## src/rtl/countdown_pkg.sv

```systemverilog
// Shared types and defaults for the countdown timer family.
package countdown_pkg;

  typedef enum logic [1:0] {
    IDLE,
    RUN,
    DONE
  } state_t;

  localparam int unsigned COUNTDOWN_N = 4;

endpackage

```

## src/rtl/countdown_timer_n_bit.sv

```systemverilog
// Loadable n-bit down-counting timer with one-cycle terminal-count pulse
// and optional auto-reload; all outputs are registered.
module countdown_timer_n_bit
  import countdown_pkg::*;
#(
  parameter int unsigned n = COUNTDOWN_N
) (
  input  logic         clk,
  input  logic         resetn,
  input  logic         load,
  input  logic [n-1:0] load_data,
  input  logic         start,
  input  logic         stop,
  input  logic         en,
  input  logic         auto_reload,
  output logic [n-1:0] count,
  output logic         tc,
  output logic         busy,
  output logic         done
);

  localparam logic [n-1:0] ONE = {{(n-1){1'b0}}, 1'b1};

  state_t       state_q, state_d;
  logic [n-1:0] count_q, count_d;
  logic [n-1:0] reload_q, reload_d;
  logic         tc_q, tc_d;

  // Priority: load > stop > start > run behaviour.
  always_comb begin
    state_d  = state_q;
    count_d  = count_q;
    reload_d = reload_q;
    tc_d     = 1'b0;

    if (load) begin
      reload_d = load_data;
      count_d  = load_data;
      state_d  = IDLE;
    end else if (stop) begin
      state_d = IDLE;
    end else if (start) begin
      count_d = reload_q;
      state_d = RUN;
    end else begin
      case (state_q)
        IDLE: state_d = IDLE;
        RUN: begin
          if (en) begin
            if (count_q != '0) begin
              count_d = count_q - ONE;
            end else begin
              // Terminal event: decrement is suppressed, so count never wraps.
              tc_d = 1'b1;
              if (auto_reload) begin
                count_d = reload_q;
              end else begin
                state_d = DONE;
              end
            end
          end
        end
        DONE:    state_d = DONE;
        default: state_d = IDLE;
      endcase
    end
  end

  always_ff @(posedge clk or negedge resetn) begin
    if (!resetn) begin
      state_q  <= IDLE;
      count_q  <= '0;
      reload_q <= '0;
      tc_q     <= 1'b0;
    end else begin
      state_q  <= state_d;
      count_q  <= count_d;
      reload_q <= reload_d;
      tc_q     <= tc_d;
    end
  end

  assign count = count_q;
  assign tc    = tc_q;
  assign busy  = (state_q == RUN);
  assign done  = (state_q == DONE);

endmodule

```

## config.mk

```make
export PLATFORM = sky130hd
export DESIGN_NAME = countdown_timer_n_bit
export DESIGN_NICKNAME = d
export VERILOG_FILES = /design/src/rtl/countdown_pkg.sv /design/src/rtl/countdown_timer_n_bit.sv
export SDC_FILE = /design/constraint.sdc
export NUM_CORES = 1
export LEC_CHECK = 0
export CAP_MARGIN = 20
export CORE_MARGIN = 5
export CORE_UTILIZATION = 44
export DETAILED_ROUTE_END_ITERATION = 12
export PLACE_DENSITY = 0.81
export SYNTH_ARGS = -nofsm -noshare
export SYNTH_HDL_FRONTEND = slang
export SYNTH_SLANG_ARGS = --single-unit
```

## constraint.sdc

```tcl
create_clock -name clk -period 2.31 [get_ports clk]
set_clock_uncertainty 0.2 [all_clocks]
set_input_delay 0.462 -clock clk [delete_from_list [all_inputs] [get_ports clk]]
set_output_delay 0.462 -clock clk [all_outputs]
set_load 0.01 [all_outputs]
```

==> summary.md, run 1 <==
| Metric | Value |
|---|---|
| Root Driver | clkbuf_4 |
| Core Rows | 14 |
| CTS sink cnt | 11 |
| Detailed placement HPWL | about 1.1 mm |
| Routability cong. | 0.8273 |
| Synthesized area per cell | around 9.3 sq um |
| Post-layout min period | 2.163 ns |
| Yosys warning count | 0 |
| Gr usage total | 0.1351 |
| Antenna violations before repair | 0 |
| Ys async rst share | 1.000 |
| Fillers | between 100 and 150 |
| Pwr Total | 486.7 uW |
| Synthesized flop and latch total | 11 |
| Required @ worst endpoint | 1.65 ns |
| Hold WC Path Type | reg2reg |
| Max cap viols | 0 |
| H-tree levels | 1 |
| Synthesized area | 680.7 sq um |
| Post-cts gate resize count | 0 |
| CTS tree | done |
| Final Hold Vio Count | 0 |
| Routed WL | between 1.5 and 2 mm |
| Postcts setup bufs | 0 |
| Number of DRC markers in iteration 0 | 11 |
| IO buf count | 17 |
| CTS Hold Bufs | 0 |
| Num CTS Buffers | 3 |
| Final #Nets | ~110 |
| Largest net degree at the start of global routing | 13 |
| IO Pins | 18 |
| Final worst-path cycle share | 0.9365 |
| Share of cells above drive strength 1 | 0.1183 |
| Cells after Synth | 73 |
| Chip Width | slightly below 50 microns |
| Worst slew pin tran | 0.5187 ns |
| Most frequent cells in the layout | clkdlybuf4s50_1, dfrtp_1, inv_1, nand2_1, o21ai_0 |
| Initial Utilization | 0.4571 |
| Number of enable flip-flop cells after synthesis | 0 |
| Commonest non-fill, non-tap cell in the layout | clkdlybuf4s50_1 |
| Run status | finished, final reports clean |
| Clock latency at the later pin of the worst-skew pair | about 0.27 ns |
| Crit path arrival time | around 1.5 ns |
| Crit-path max FO | 4 |
| Final-report max-slew violation count | 0 |
| Initial DRT Pass Iterations | 4 |
| Die area | 0.002433 sq mm |
| Vias per cell | 5.725 |
| Util after Layout | 0.6025 |
| Post-synth top flop | dfrtp_1 |
| Pwr/cell area | ~540 mW/mm^2 |
| Drt wl/cell | 14.09 microns |
| Inserted Diodes | 0 |
| Unrepaired setup endpoints after global routing | no |
| Final ANT Viol Nets | 0 |
| LEAKAGE | 0.0003764 uW |
| CP Class | reg2out |
| TNS Setup | 0 ns |
| Vias | 624 |
| First-pass GRT wire length | ~2.7 mm |
| Area of the multi-input gates | ~370 sq um |
| VDD IR max | about 350 uV |
| GR Overflow Total | 0 |
| Layout area overhead | 31.80% |
| Die height | approximately 50 microns |
| Max Fclk | 462.3 MHz |
| Core area | between 0.001 and 0.0015 sq mm |
| Sequential area share after synthesis | 0.4044 |
| Setup Viol. Count Final | 0 |
| Crit start category | flop |
| Clock tree buffer depth | 2 |
| Slew headroom | 0.6531 |
| Post-route DRC | 0 |
| Reg clk slew, reported paths | approximately 0.080 ns |
| Post-synth net total | between 80 and 90 |
| Register cell area after layout | 275.3 sq um |
| Post-synth cell types | 25 |
| Crit end category | output pin |
| Vias in the first global route | ~620 |
path summary, 6_finish.rpt:
| check | cells after the start | end | startpoint | slack [ns] |
|---|---|---|---|---|
| worst max-delay path | 3 | busy | state_q[1]$_DFFE_PN0P_ | 0.15 |
| worst min-delay path | 1 | reload_q[1]$_DFFE_PN0P_ | reload_q[1]$_DFFE_PN0P_ | 0.32 |
| worst max register to register | 6 | count[0]$_DFFE_PN0P_ | count[0]$_DFFE_PN0P_ | 0.29 |
| worst min register to register | 1 | reload_q[1]$_DFFE_PN0P_ | reload_q[1]$_DFFE_PN0P_ | 0.32 |
| max in group asynchronous | 1 | reload_q[1]$_DFFE_PN0P_ | resetn | 1.24 |
| min in group asynchronous | 1 | tc$_DFF_PN0_ | resetn | 0.33 |
final cells by class:
| cell class | instances | share of cell area |
|---|---|---|
| multi-input combinational | 53 | 0.4142 |
| tap | 16 | 0.02232 |
| inverter | 7 | 0.02929 |
| clock buffer | 4 | 0.02929 |
| timing repair buffer | 18 | 0.1980 |
| sequential | 11 | 0.3068 |
sequential cells by signal, indices dropped and copies added, names as in the netlist:
signal and cells:
count 4, tc 1, state_q 2, reload_q 4
worst max-delay path: stages, from the launching register on:
cell and delay, ns:
dfrtp_1 0.41, inv_1 0.07, ha_1 0.20, clkdlybuf4s50_1 0.56
cell usage after synthesis, types with 2 or more instances:
| cell | count | share of area |
|---|---|---|
| a211o_1 | 2 | 0.026 |
| a2bb2oi_1 | 2 | 0.026 |
| nor2b_1 | 3 | 0.028 |
| o21ai_0 | 7 | 0.051 |
| dfrtp_1 | 11 | 0.40 |
| nand2_1 | 7 | 0.039 |
| o21ba_2 | 2 | 0.029 |
| inv_1 | 7 | 0.039 |
| mux2_2 | 3 | 0.050 |
| nor2_1 | 5 | 0.028 |
| a21oi_1 | 3 | 0.022 |
| ha_1 | 3 | 0.055 |
| nor3_1 | 5 | 0.037 |
| clkbuf_1 | 2 | 0.011 |
cell families (layout without fill, tap and decap cells):
logic type	Yosys count	after routing	synth area share
adders and majority gates	3	3	0.05515
and+or+nand+nor	24	24	0.1967
DFF	11	11	0.4044
buffers and inverters	9	29	0.04964
AOI/OAI and AO/OA	23	23	0.2445
muxes	3	3	0.04963
through the flow:
| step | cells | worst slack [ns] | cell area, sq um | hold slack [ns] |
|---|---|---|---|---|
| 5_1_grt | 109 | 0.07070 | 897.1 | 0.3634 |
| 3_3_place_gp | 105 | 0.2400 | 870.8 | 0.2935 |
| 3_5_place_dp | 105 | 0.2116 | 870.8 | 0.3093 |
| 4_1_cts | 109 | 0.1382 | 897.1 | 0.3247 |
| 6_report | 109 | 0.1468 | 897.1 | 0.3211 |
| 2_1_floorplan | 73 | 0.4299 | 680.7 | -0.03359 |
where the power goes:
part           switching (uW)  leakage [uW]  internal, uW  total [uW]
Combinational            53.2      0.000227          67.5         121
Sequential               20.9      0.000135           208         229
Clock                    70.2     0.0000150          66.9         137
routing by layer:
layer | global-route usage | part of all wire | routed length [microns] | vias to the layer above
met1 | 0.1835 | 0.48 | 733 | 298
met2 | 0.2060 | 0.44 | 682 | 18
met4 | 0.05381 | 0.018 | 28 | 0
met3 | 0.02752 | 0.059 | 91 | 5
li1 | - | - | - | 303
met5 | 0 | 0 | 0 | -
Power figures use the tool's default switching activity.
==> inputs of run 2 (changes only) <==
Settings changed: SLEW_MARGIN from default to 25.
Clock period 2.31 ns to 2.79 ns, I/O delays scaled along.
==> run 2 against run 1 <==
Via count is 3.7% higher. Worst hold slack better by 0.0094 ns. First-iteration DRC count is 64% higher. Worst setup slack better by 0.38 ns. Total power is 18% lower. Largest cell class unchanged. Register-to-register slack better by 0.50 ns. Critical path type unchanged. Combinational power is 18% lower. Sequential share of layout area stayed put. Largest power group unchanged. Count of clock-buffer cells in the layout stayed put. Clock power is 20% lower. Flip-flop and latch count stayed put.
==> summary.md, run 2 (synthesis results as in run 1) <==
| Metric | Value |
|---|---|
| Crit start category | flop |
| CTS sink cnt | 11 |
| Hold WC Path Type | reg2reg |
| Max Fclk | 442.2 MHz |
| LEAKAGE | between 0.0003 and 0.0004 uW |
| IO buf count | 17 |
| Pwr/cell area | 444.0 mW/mm^2 |
| Postcts setup bufs | 0 |
| CTS tree | done |
| Max cap viols | 0 |
| Core Rows | 14 |
| Routability cong. | around 0.82 |
| Reg clk slew, reported paths | 0.07 ns |
| Most frequent cells in the layout | clkdlybuf4s50_1, dfrtp_1, inv_1, nand2_1, o21ai_0 |
| CP Class | reg2out |
| Initial DRT Pass Iterations | 4 |
| Die height | slightly below 50 microns |
| Hold_ws | 0.3305 ns |
| First-pass GRT wire length | 2.773 mm |
| GR Overflow Total | 0 |
| Crit path arrival time | approximately 1.5 ns |
| VDD IR max | ~340 uV |
| Slew headroom | 0.6677 |
| Critical path's top delay family | buffers and inverters |
| Clock tree buffer depth | 2 |
| CP bufs+invs | 2 |
| Worst-path cell chain | inv_1, ha_1, clkdlybuf4s50_1 |
| Commonest non-fill, non-tap cell in the layout | clkdlybuf4s50_1 |
| Chip Width | between 40 and 50 microns |
| Clock latency at the later pin of the worst-skew pair | between 0.2 and 0.3 ns |
| Routed WL | 1.538 mm |
| Detailed placement HPWL | around 1.1 mm |
| Start point of the critical path | state_q[1]$_DFFE_PN0P_ |
| Critical path's largest stage delay | approximately 0.56 ns |
| Die area | ~0.0024 sq mm |
| DP Worst Slack | 0.5539 ns |
| Run status | finished, final reports clean |
| Util after Layout | 0.6025 |
| Worst r2r path cells | 6 |
| Post-layout min period | approximately 2.3 ns |
| Final setup margin | between 0.5 and 0.6 ns |
| Reg2Reg Setup Slack | slightly below 0.8 ns |
| Final #Nets | 108 |
| Required @ worst endpoint | 2.03 ns |
| Drt wl/cell | around 14 microns |
| Final ANT Viol Nets | 0 |
| Vias per cell | 5.936 |
| Fillers | between 100 and 150 |
| Critical path depth | 3 |
| Crit end category | output pin |
| Layout area overhead | 31.80% |
| CTS Hold Bufs | 0 |
| Share of cells above drive strength 1 | 0.1183 |
| Final worst-path cycle share | 0.8105 |
| TNS Setup | 0 ns |
| Num CTS Buffers | 3 |
| Unrepaired setup endpoints after global routing | no |
| Antenna violations before repair | 0 |
| Setup Viol. Count Final | 0 |
| IO Pins | 18 |
| Root Driver | clkbuf_4 |
| Worst R2R End | count[3]$_DFFE_PN0P_ |
| R2r startpoint | count[0]$_DFFE_PN0P_ |
| Final-report max-slew violation count | 0 |
| Worst slew pin tran | 0.4969 ns |
| Largest net degree at the start of global routing | 13 |
| Pwr Total | between 300 and 400 uW |
| CP max stage cell | clkdlybuf4s50_1 |
| Initial Utilization | 0.4571 |
| Vias in the first global route | between 600 and 700 |
| CP endpoint | busy |
| Crit-path max FO | 4 |
| Final Hold Vio Count | 0 |
| Post-cts gate resize count | 0 |
| Gr usage total | 0.1414 |
| H-tree levels | 1 |
| Core area | 0.001489 sq mm |
| Vias | 647 |
| Post-route DRC | 0 |
| Inserted Diodes | 0 |
| Number of DRC markers in iteration 0 | 18 |
run 2: metal layers:
metal | GRT usage | part of all wire
met5 | 0 | 0
met4 | 0.07175 | 0.018
met3 | 0.03058 | 0.073
met2 | 0.2060 | 0.47
met1 | 0.1932 | 0.44
run 2: cell type report:
cell class | instances | area, sq um | share of cell area
flip-flops and latches | 11 | 275.3 | 0.3068
clock buffers | 4 | 26.28 | 0.02929
inverters | 7 | 26.28 | 0.02929
well taps | 16 | 20.02 | 0.02232
multi-input cells | 53 | 371.6 | 0.4142
repair buffers | 18 | 177.7 | 0.1980
run 2: worst min-delay path by stage:
stage	start	to	slack (ns)	depth (start not counted)
after floorplan	resetn	count[0]$_DFFE_PN0P_	0.06	0
after global placement	reload_q[1]$_DFFE_PN0P_	reload_q[1]$_DFFE_PN0P_	0.30	1
after detailed placement	reload_q[1]$_DFFE_PN0P_	reload_q[1]$_DFFE_PN0P_	0.32	1
after CTS	reload_q[1]$_DFFE_PN0P_	reload_q[1]$_DFFE_PN0P_	0.34	1
after global routing	reload_q[1]$_DFFE_PN0P_	reload_q[1]$_DFFE_PN0P_	0.37	1
final	reload_q[1]$_DFFE_PN0P_	reload_q[1]$_DFFE_PN0P_	0.33	1
run 2: metrics by stage:
stage / cells / area, sq um
finish: 109 / 897.1
global route: 109 / 897.1
CTS: 109 / 897.1
detailed placement: 105 / 870.8
global placement: 105 / 870.8
floorplan: 73 / 680.7
run 2: worst register-to-register path, stage by stage (launching register included):
cell       delay (ns)
dfrtp_1          0.42
inv_1            0.08
ha_1             0.25
nor3b_4          0.20
a211o_1          0.31
a221oi_1         0.31
a2bb2oi_1        0.10
run 2: report_power, final:
part | switching, uW | total [uW] | internal (uW)
logic | 43.7 | 99.5 | 55.8
registers | 17.6 | 190 | 172
clock network | 53.5 | 109 | 55.4
total | 115 | 398 | 284
==> variant, RTL diff (settings of run 1) <==
The package constant `COUNTDOWN_N` goes from 4 to 5.
--- a/src/rtl/countdown_pkg.sv
+++ b/src/rtl/countdown_pkg.sv
@@ -9,3 +9,3 @@
 
-  localparam int unsigned COUNTDOWN_N = 4;
+  localparam int unsigned COUNTDOWN_N = 5;
 
Ports: changed (resized count and load_data); port bits go from 18 to 20. The function was not compared with the original's and may differ.
==> variant against run 1 <==
  * Sequential cell count up 2
  * Cell area is 19% higher
  * Register-to-register slack worse by 0.16 ns
  * Fmax down 1.3%
  * Worst setup slack worse by 0.029 ns
  * Hold slack better by 0.013 ns
  * First-iteration DRC count up 120%
  * Combinational power grew 61%
  * Total power rose by 25%
  * Synthesized area rose by 19%
  * Wire length rose by 17%
  * Die area rose by 15%
  * Clock power is 5% higher
==> variant: results (changes against run 1) <==
The post-synthesis share of cell area spent on full adders, half adders and majority gates is 0.0465 (was 0.0551). The unique cell type count in the Yosys netlist was 32 (was 25). The sequential cell area is 325 um^2 (was 275 um^2), and the cell area after placement is 1040 um^2 (was 871 um^2). Fraction of final layout cells with drive strength greater than 1: 0.144 (was 0.118). The total design power is 0.606 mW (was 0.487 mW). The leakage power summed over all cells is 0.455 nW (was 0.376 nW). The multi-input combinational cell count is 56 (was 53). The tools report the global routing usage on met1 as 0.167 (was 0.184). The number of ordinary and repair buffers in the finished layout is 24 (was 18), and the number of tapcells is 25 (was 16).

The number of design-rule violations left by the first detailed-router iteration is 24 (was 11). List of most frequent post-synthesis cells: 14 x sky130_fd_sc_hd__inv_1, 13 x sky130_fd_sc_hd__dfrtp_1, 7 x sky130_fd_sc_hd__nand2_1 (was 11 x sky130_fd_sc_hd__dfrtp_1, 7 x sky130_fd_sc_hd__inv_1, 7 x sky130_fd_sc_hd__nand2_1, 7 x sky130_fd_sc_hd__o21ai_0). The detail-routed net length per standard cell is 13.2 um (was 14.1 um), and the sum of routed wire segments on met1 is 773 um (was 733 um). The number of cells in the design after placement was 132 (was 105); the signal arrival time at the worst endpoint was 1.53 ns (was 1.50 ns). The xor/xnor cell area share of the yosys netlist is 0.0109 (was 0), and the largest net degree at the start of global routing is 17 (was 13).

The portion of netlist area occupied by mux cells was 0.0465 (was 0.0496); the maximum ir drop on the vdd rail was 0.331 mV (was 0.348 mV). The cell count of the worst hold path is 2 (was 1), and the placed wire-length estimate after detailed placement is 1.43 mm (was 1.15 mm). The share of the synthesized area in compound gates (AO/OA/AOI/OAI) is 0.226 (was 0.244).

The flow ran to the end, and the final reports show no timing, DRC or antenna violations.
[variant: worst reg2reg max path, stage by stage, from the launching register on]
cell                      delay (ns)
sky130_fd_sc_hd__dfrtp_1        0.39
sky130_fd_sc_hd__inv_1          0.06
sky130_fd_sc_hd__ha_1           0.21
sky130_fd_sc_hd__or4b_1         0.63
sky130_fd_sc_hd__a21oi_1        0.24
sky130_fd_sc_hd__o31ai_2        0.08
sky130_fd_sc_hd__mux2_4         0.26
[variant: how the worst max path moves through the flow]
stage	startpoint	end	slack, ns
floorplan	count[0]$_DFFE_PN0P_	count[1]$_DFFE_PN0P_	0.22
global route	count[0]$_DFFE_PN0P_	count[3]$_DFFE_PN0P_	0.05
CTS	count[1]$_DFFE_PN0P_	count[1]$_DFFE_PN0P_	0.12
global placement	en	count[2]$_DFFE_PN0P_	0.12
finish	state_q[1]$_DFFE_PN0P_	busy	0.12
detailed placement	en	count[2]$_DFFE_PN0P_	0.11
